`src/rtl/firtap_sys.sv`:
```
// firtap_sys: one systolic FIR tap. out = acc + x*coef (or (x+x2)*coef when PREADD=1),
// with a forwarded x delay line and a daisy-chained shadow coefficient that can be
// swapped atomically into the active coefficient.
//
// Ports:
//   clk, rstn              clock, asynchronous active-low reset
//   in_valid, in_x, in_x2  sample stream (in_x2 used only with PREADD=1)
//   out_x, out_x_valid     sample stream delayed XDLY cycles, for the next tap
//   in_coef, out_coef      shadow coefficient chain input / shadow register value
//   coef_shift, coef_swap  shift the shadow chain / copy shadow into active
//   acc, out, out_valid    partial sum in from upstream, out to downstream
module firtap_sys #(
   parameter int unsigned XW     = 25,
   parameter int unsigned COEFW  = 18,
   parameter int unsigned OUTW   = 48,
   parameter int unsigned XDLY   = 2,
   parameter int unsigned LAT    = 3,
   parameter int unsigned PREADD = 0
) (
   input  logic                    clk,
   input  logic                    rstn,
   input  logic                    in_valid,
   input  logic signed [XW-1:0]    in_x,
   input  logic signed [XW-1:0]    in_x2,
   output logic signed [XW-1:0]    out_x,
   output logic                    out_x_valid,
   input  logic signed [COEFW-1:0] in_coef,
   output logic signed [COEFW-1:0] out_coef,
   input  logic                    coef_shift,
   input  logic                    coef_swap,
   input  logic signed [OUTW-1:0]  acc,
   output logic signed [OUTW-1:0]  out,
   output logic                    out_valid
);

   localparam int unsigned PAW = XW + 1;
   localparam int unsigned MW  = PAW + COEFW;

   logic signed [COEFW-1:0] shadow;
   logic signed [COEFW-1:0] active;

   logic signed [XW-1:0]    xd [XDLY];
   logic [XDLY-1:0]         xvd;

   logic signed [XW-1:0]    x_r;
   logic signed [XW-1:0]    x2_r;
   logic signed [COEFW-1:0] coef_r;
   logic [LAT-1:0]          vpipe;

   logic signed [PAW-1:0]   pa_c;
   logic signed [MW-1:0]    mul_c;
   logic signed [OUTW-1:0]  prod_c;
   logic signed [OUTW-1:0]  prod_fin;
   logic signed [OUTW-1:0]  acc_fin;

   // Shadow/active coefficient pair; swap always takes the pre-edge shadow.
   always_ff @(posedge clk or negedge rstn) begin
      if (!rstn) begin
         shadow <= '0;
         active <= '0;
      end else begin
         if (coef_shift) shadow <= in_coef;
         if (coef_swap)  active <= shadow;
      end
   end

   assign out_coef = shadow;

   // Forwarded sample delay line, independent of the arithmetic pipe.
   always_ff @(posedge clk or negedge rstn) begin
      if (!rstn) begin
         for (int i = 0; i < XDLY; i++) xd[i] <= '0;
         xvd <= '0;
      end else begin
         xd[0]  <= in_x;
         xvd[0] <= in_valid;
         for (int i = 1; i < XDLY; i++) begin
            xd[i]  <= xd[i-1];
            xvd[i] <= xvd[i-1];
         end
      end
   end

   assign out_x       = xd[XDLY-1];
   assign out_x_valid = xvd[XDLY-1];

   // Capture stage: sample, partner and coefficient are taken on the same edge.
   always_ff @(posedge clk or negedge rstn) begin
      if (!rstn) begin
         x_r    <= '0;
         x2_r   <= '0;
         coef_r <= '0;
         vpipe  <= '0;
      end else begin
         x_r      <= in_x;
         x2_r     <= in_x2;
         coef_r   <= active;
         vpipe[0] <= in_valid;
         for (int i = 1; i < LAT; i++) vpipe[i] <= vpipe[i-1];
      end
   end

   assign out_valid = vpipe[LAT-1];

   // Pre-add at XW+1 bits (cannot overflow), full-precision product, bubble forces zero.
   always_comb begin
      pa_c   = PAW'(x_r) + ((PREADD != 0) ? PAW'(x2_r) : PAW'(0));
      mul_c  = pa_c * coef_r;
      prod_c = vpipe[0] ? OUTW'(mul_c) : '0;
   end

   // Product delay so the final add lands exactly LAT cycles after capture.
   if (LAT > 2) begin : g_pd
      logic signed [OUTW-1:0] pd [LAT-2];
      always_ff @(posedge clk or negedge rstn) begin
         if (!rstn) begin
            for (int i = 0; i < LAT - 2; i++) pd[i] <= '0;
         end else begin
            pd[0] <= prod_c;
            for (int i = 1; i < LAT - 2; i++) pd[i] <= pd[i-1];
         end
      end
      assign prod_fin = pd[LAT-3];
   end else begin : g_pd_none
      assign prod_fin = prod_c;
   end

   // acc arrives LAT-XDLY cycles after the sample; XDLY-1 stages plus the sum register
   // line it up with the product.
   if (XDLY > 1) begin : g_ad
      logic signed [OUTW-1:0] ad [XDLY-1];
      always_ff @(posedge clk or negedge rstn) begin
         if (!rstn) begin
            for (int i = 0; i < XDLY - 1; i++) ad[i] <= '0;
         end else begin
            ad[0] <= acc;
            for (int i = 1; i < XDLY - 1; i++) ad[i] <= ad[i-1];
         end
      end
      assign acc_fin = ad[XDLY-2];
   end else begin : g_ad_none
      assign acc_fin = acc;
   end

   // Final accumulate, wrapping modulo 2^OUTW.
   always_ff @(posedge clk or negedge rstn) begin
      if (!rstn) out <= '0;
      else       out <= acc_fin + prod_fin;
   end

endmodule

```
`config.mk`:
```
export PLATFORM = sky130hd
export DESIGN_NAME = firtap_sys
export DESIGN_NICKNAME = d
export VERILOG_FILES = /design/src/rtl/firtap_sys.sv
export SDC_FILE = /design/constraint.sdc
export NUM_CORES = 2
export LEC_CHECK = 0
export ABC_AREA = 1
export BUFFER_PORTS_ARGS = -buffer_cell sky130_fd_sc_hd__buf_2
export CAP_MARGIN = 20
export CORE_MARGIN = 2
export CORE_UTILIZATION = 39
export DETAILED_ROUTE_END_ITERATION = 12
export PLACE_DENSITY = 0.56
export SYNTH_ARGS = -nofsm -noshare
export SYNTH_HDL_FRONTEND = slang
export SYNTH_SLANG_ARGS = --single-unit
```
`constraint.sdc`:
```
create_clock -name clk -period 7.8 [get_ports clk]
set_clock_uncertainty 0.2 [all_clocks]
set_input_delay 0 -clock clk [delete_from_list [all_inputs] [get_ports clk]]
set_output_delay 0 -clock clk [all_outputs]
set_load 0.02 [all_outputs]
```
==> flow_metrics.py <==
metrics = {
    "run_status": {
        "status": "finished clean",
    },
    "synth": {
        "netlist_area_mm2": 0.0278,
        "ys_types": 32,
        "synthCells": 3498,
        "avgSynthCellArea_um2": 7.94,
        "yosysSeqAreaShare_pct": 22.2,
        "synthesis.nets": 4215,
        "ys_ff_latch": 246,
        "yosys_warnings": 0,
    },
    "setup_path": {
        "cp_max_fo": 20,
        "cpMostUsedCell": "fa_1",
        "cpPeakStageDelay_ns": 1.01,
        "path_cells": "nand2_1, inv_1, fa_1, fa_1, fa_1, fa_1, fa_1, inv_1, fa_1, inv_1, ha_1, a21oi_1, a21boi_0, nand2_1, a21oi_1, nand3_1, nand2_1, nand2_1, nor2_1",
        "crit_type": "reg2reg",
        "crit_arrival_ns": 6.81,
        "crit_path_end_kind": "flip-flop",
        "slowest_stage": "dfrtp_1",
        "cp-start-kind": "flip-flop",
        "worstPathRequired_ns": 8.11,
    },
    "sta": {
        "fin_crit_ns": 6.51,
        "tns_ns": 0,
        "setup_viol_count_final": 0,
        "slew_headroom_pct": 25.1,
        "fin_crit_sh_pct": 83.4,
        "hold_violations": 0,
        "fmax_ghz": 0.154,
        "slew_violations": 0,
        "rsz0062_at_grt": "no",
        "tightest_slew_ns": 1.12,
    },
    "placed_design": {
        "placed_cells": 4539,
        "port_buffers": 188,
        "dp_hpwl_um": 60100,
        "gp_congestion": 0.981,
    },
    "detailed_routing": {
        "via_count": 21897,
        "drt-initial-drc-count": 1031,
        "wire_per_inst_um": 15.3,
        "vias_per_cell": 4.55,
        "wirelength_um": 73600,
        "first_pass_iters": 7,
        "drc": 0,
        "ant_nets": 0,
    },
    "layout": {
        "instances_no_fill": 4816,
        "nets": 4571,
        "diodes": 0,
        "drive_gt1_share_pct": 7.87,
        "post-route-util_pct": 46.8,
        "layout-area-overhead-vs-synth_pct": 18.6,
    },
    "clocking": {
        "clockBufferDepth": 3,
        "cts_tree": "built",
        "clockRootBuffer": "clkbuf_16",
        "clk_latency_ns": 0.58,
        "cts_setup_buffers": 0,
        "cts_resized": 0,
        "cts_buffers": 29,
        "cts.clk_slew.worst_paths_ns": 0.06,
        "h-tree-depth": 1,
        "cts.sinks": 246,
    },
    "worst_hold_path": {
        "worst_hold_path_type": "reg2reg",
    },
    "floorplanning": {
        "die_area_mm2": 0.0733,
        "initial_utilization_pct": 39.5,
        "die-height_um": 271,
        "num_io_pins": 214,
        "core_area_mm2": 0.0703,
        "die_w_um": 271,
        "rows": 97,
    },
    "grt": {
        "grt_max_degree": 70,
        "globalRouteMet2Util_pct": 36.9,
        "busiest_layer": "met2",
        "overflow": 0,
        "grt_first_pass_wirelength_um": 122000,
        "grt_pass1_vias": 23433,
        "grt_use_met3_pct": 2.13,
        "grtUsageTotal_pct": 20.8,
        "grt_antenna_before_repair": 0,
        "use_met1_pct": 27.3,
    },
    "run": {
        "max-cap-violations": 0,
    },
}
-- sequential cells by signal, indices dropped and copies added (netlist names) --
| name | flops |
|---|---|
| active | 18 |
| coef_r | 18 |
| acc_fin | 48 |
| x_r | 25 |
| vpipe | 3 |
| g_pd.pd | 43 |
| out | 48 |
| out_coef | 18 |
| out_x | 25 |
-- worst max-delay path, delay by kind of cell, from the launching register on --
family / cells / cell delay (ns)
adders and majority gates: 7 / 3.77
DFF: 1 / 1.01
and+or+nand+nor: 6 / 0.66
AOI/OAI and AO/OA: 3 / 0.56
buffers and inverters: 3 / 0.23
-- cell usage in the layout, fill, tap and decap left out, types with 2 or more instances in the layout --
cell type	n
nand2_1	1004
inv_1	937
fa_1	442
dfrtp_1	246
dlygate4sd3_1	223
nor2_1	204
buf_2	187
ha_1	154
a21oi_1	112
nand3_1	69
o21ai_0	66
xor2_1	33
clkbuf_16	29
buf_4	29
nand4_1	23
nor3_1	18
xnor2_1	16
nand2_2	11
o21bai_1	10
nand3_2	9
nor2_2	7
clkbuf_8	7
or2_2	5
clkinv_2	5
a21boi_0	3
nand3b_1	3
clkbuf_1	3
clkinvlp_4	3
bufinv_16	3
a21oi_2	2
a21o_1	2
clkinv_4	2
-- Yosys cell counts (all sizes together) --
| master | number | area (µm²) |
|---|---|---|
| o21a | 1 | 7.51 |
| nor3 | 19 | 106 |
| o21bai | 10 | 75.1 |
| xor2 | 33 | 289 |
| or2 | 5 | 31.3 |
| dfrtp | 246 | 6160 |
| ha | 154 | 1930 |
| a21boi | 3 | 22.5 |
| a21oi | 114 | 578 |
| buf | 12 | 53.8 |
| xnor2 | 16 | 140 |
| nand4 | 23 | 144 |
| nand3 | 78 | 435 |
| nand2 | 1015 | 3840 |
| and2 | 2 | 12.5 |
| fa | 442 | 8850 |
| nand3b | 3 | 22.5 |
| clkbuf | 104 | 390 |
| nor2 | 212 | 821 |
| inv | 938 | 3520 |
| a21o | 2 | 15.0 |
| o21ai | 66 | 330 |
-- layer usage --
metal | vias up | wire (µm)
li1 | 10733 | -
met1 | 10641 | 33500
met2 | 431 | 35700
met3 | 92 | 2880
met4 | 0 | 1550
met5 | - | 0
-- kinds of logic (layout without fill, tap and decap cells) --
family,after synthesis,count (layout),synth area share (%)
simple gates,1357,1357,19.5
buf+inv,1054,1432,14.3
fa+ha+maj,596,596,38.8
flops,246,246,22.2
compound gates,196,196,3.70
xor+xnor,49,49,1.55
-- repair_timing --
action                                  in CTS  in global routing
hold endpoints to repair                   356                  0
hold buffers                               224                  0
endpoints found under the setup margin       0                  0
-- area by class of cell --
cell class                      count  area (µm²)
Timing Repair Buffer              441        3430
Tap cell                          940        1180
Fill cell                        6980       37300
Clock inverter                     14         164
Inverter                          938        3520
Multi-Input combinational cell   2198       17600
Clock buffer                       39         833
Sequential cell                   246        6160
-- final timing paths --
kind / from / end / slack (ns) / cells past startpoint
min in group asynchronous: rstn / out[0]$_DFF_PN0_ / 0.37 / 4
max in group asynchronous: rstn / acc_fin[44]$_DFF_PN0_ / 6.19 / 4
hold reg to reg: active[0]$_DFFE_PN0P_ / coef_r[0]$_DFF_PN0_ / 0.17 / 0
setup reg to reg: coef_r[4]$_DFF_PN0_ / g_pd.pd[46]$_DFF_PN0_ / 1.29 / 19
setup / recovery: coef_r[4]$_DFF_PN0_ / g_pd.pd[46]$_DFF_PN0_ / 1.29 / 19
hold / removal: active[0]$_DFFE_PN0P_ / coef_r[0]$_DFF_PN0_ / 0.17 / 0
-- through the flow --
stage                     setup slack [ns]  instance area [µm²]  hold WS [ns]
after global placement                1.28                29700        -0.269
final                                 1.29                32900         0.173
after floorplan                       2.04                27800        -0.496
after detailed placement              1.23                29700        -0.270
after global routing                 0.816                32900         0.181
after CTS                             1.22                32900         0.173
Power is left out: the tool's default activity adds up to more than one toggle a clock period on the data nets, which glitch-free logic cannot reach.
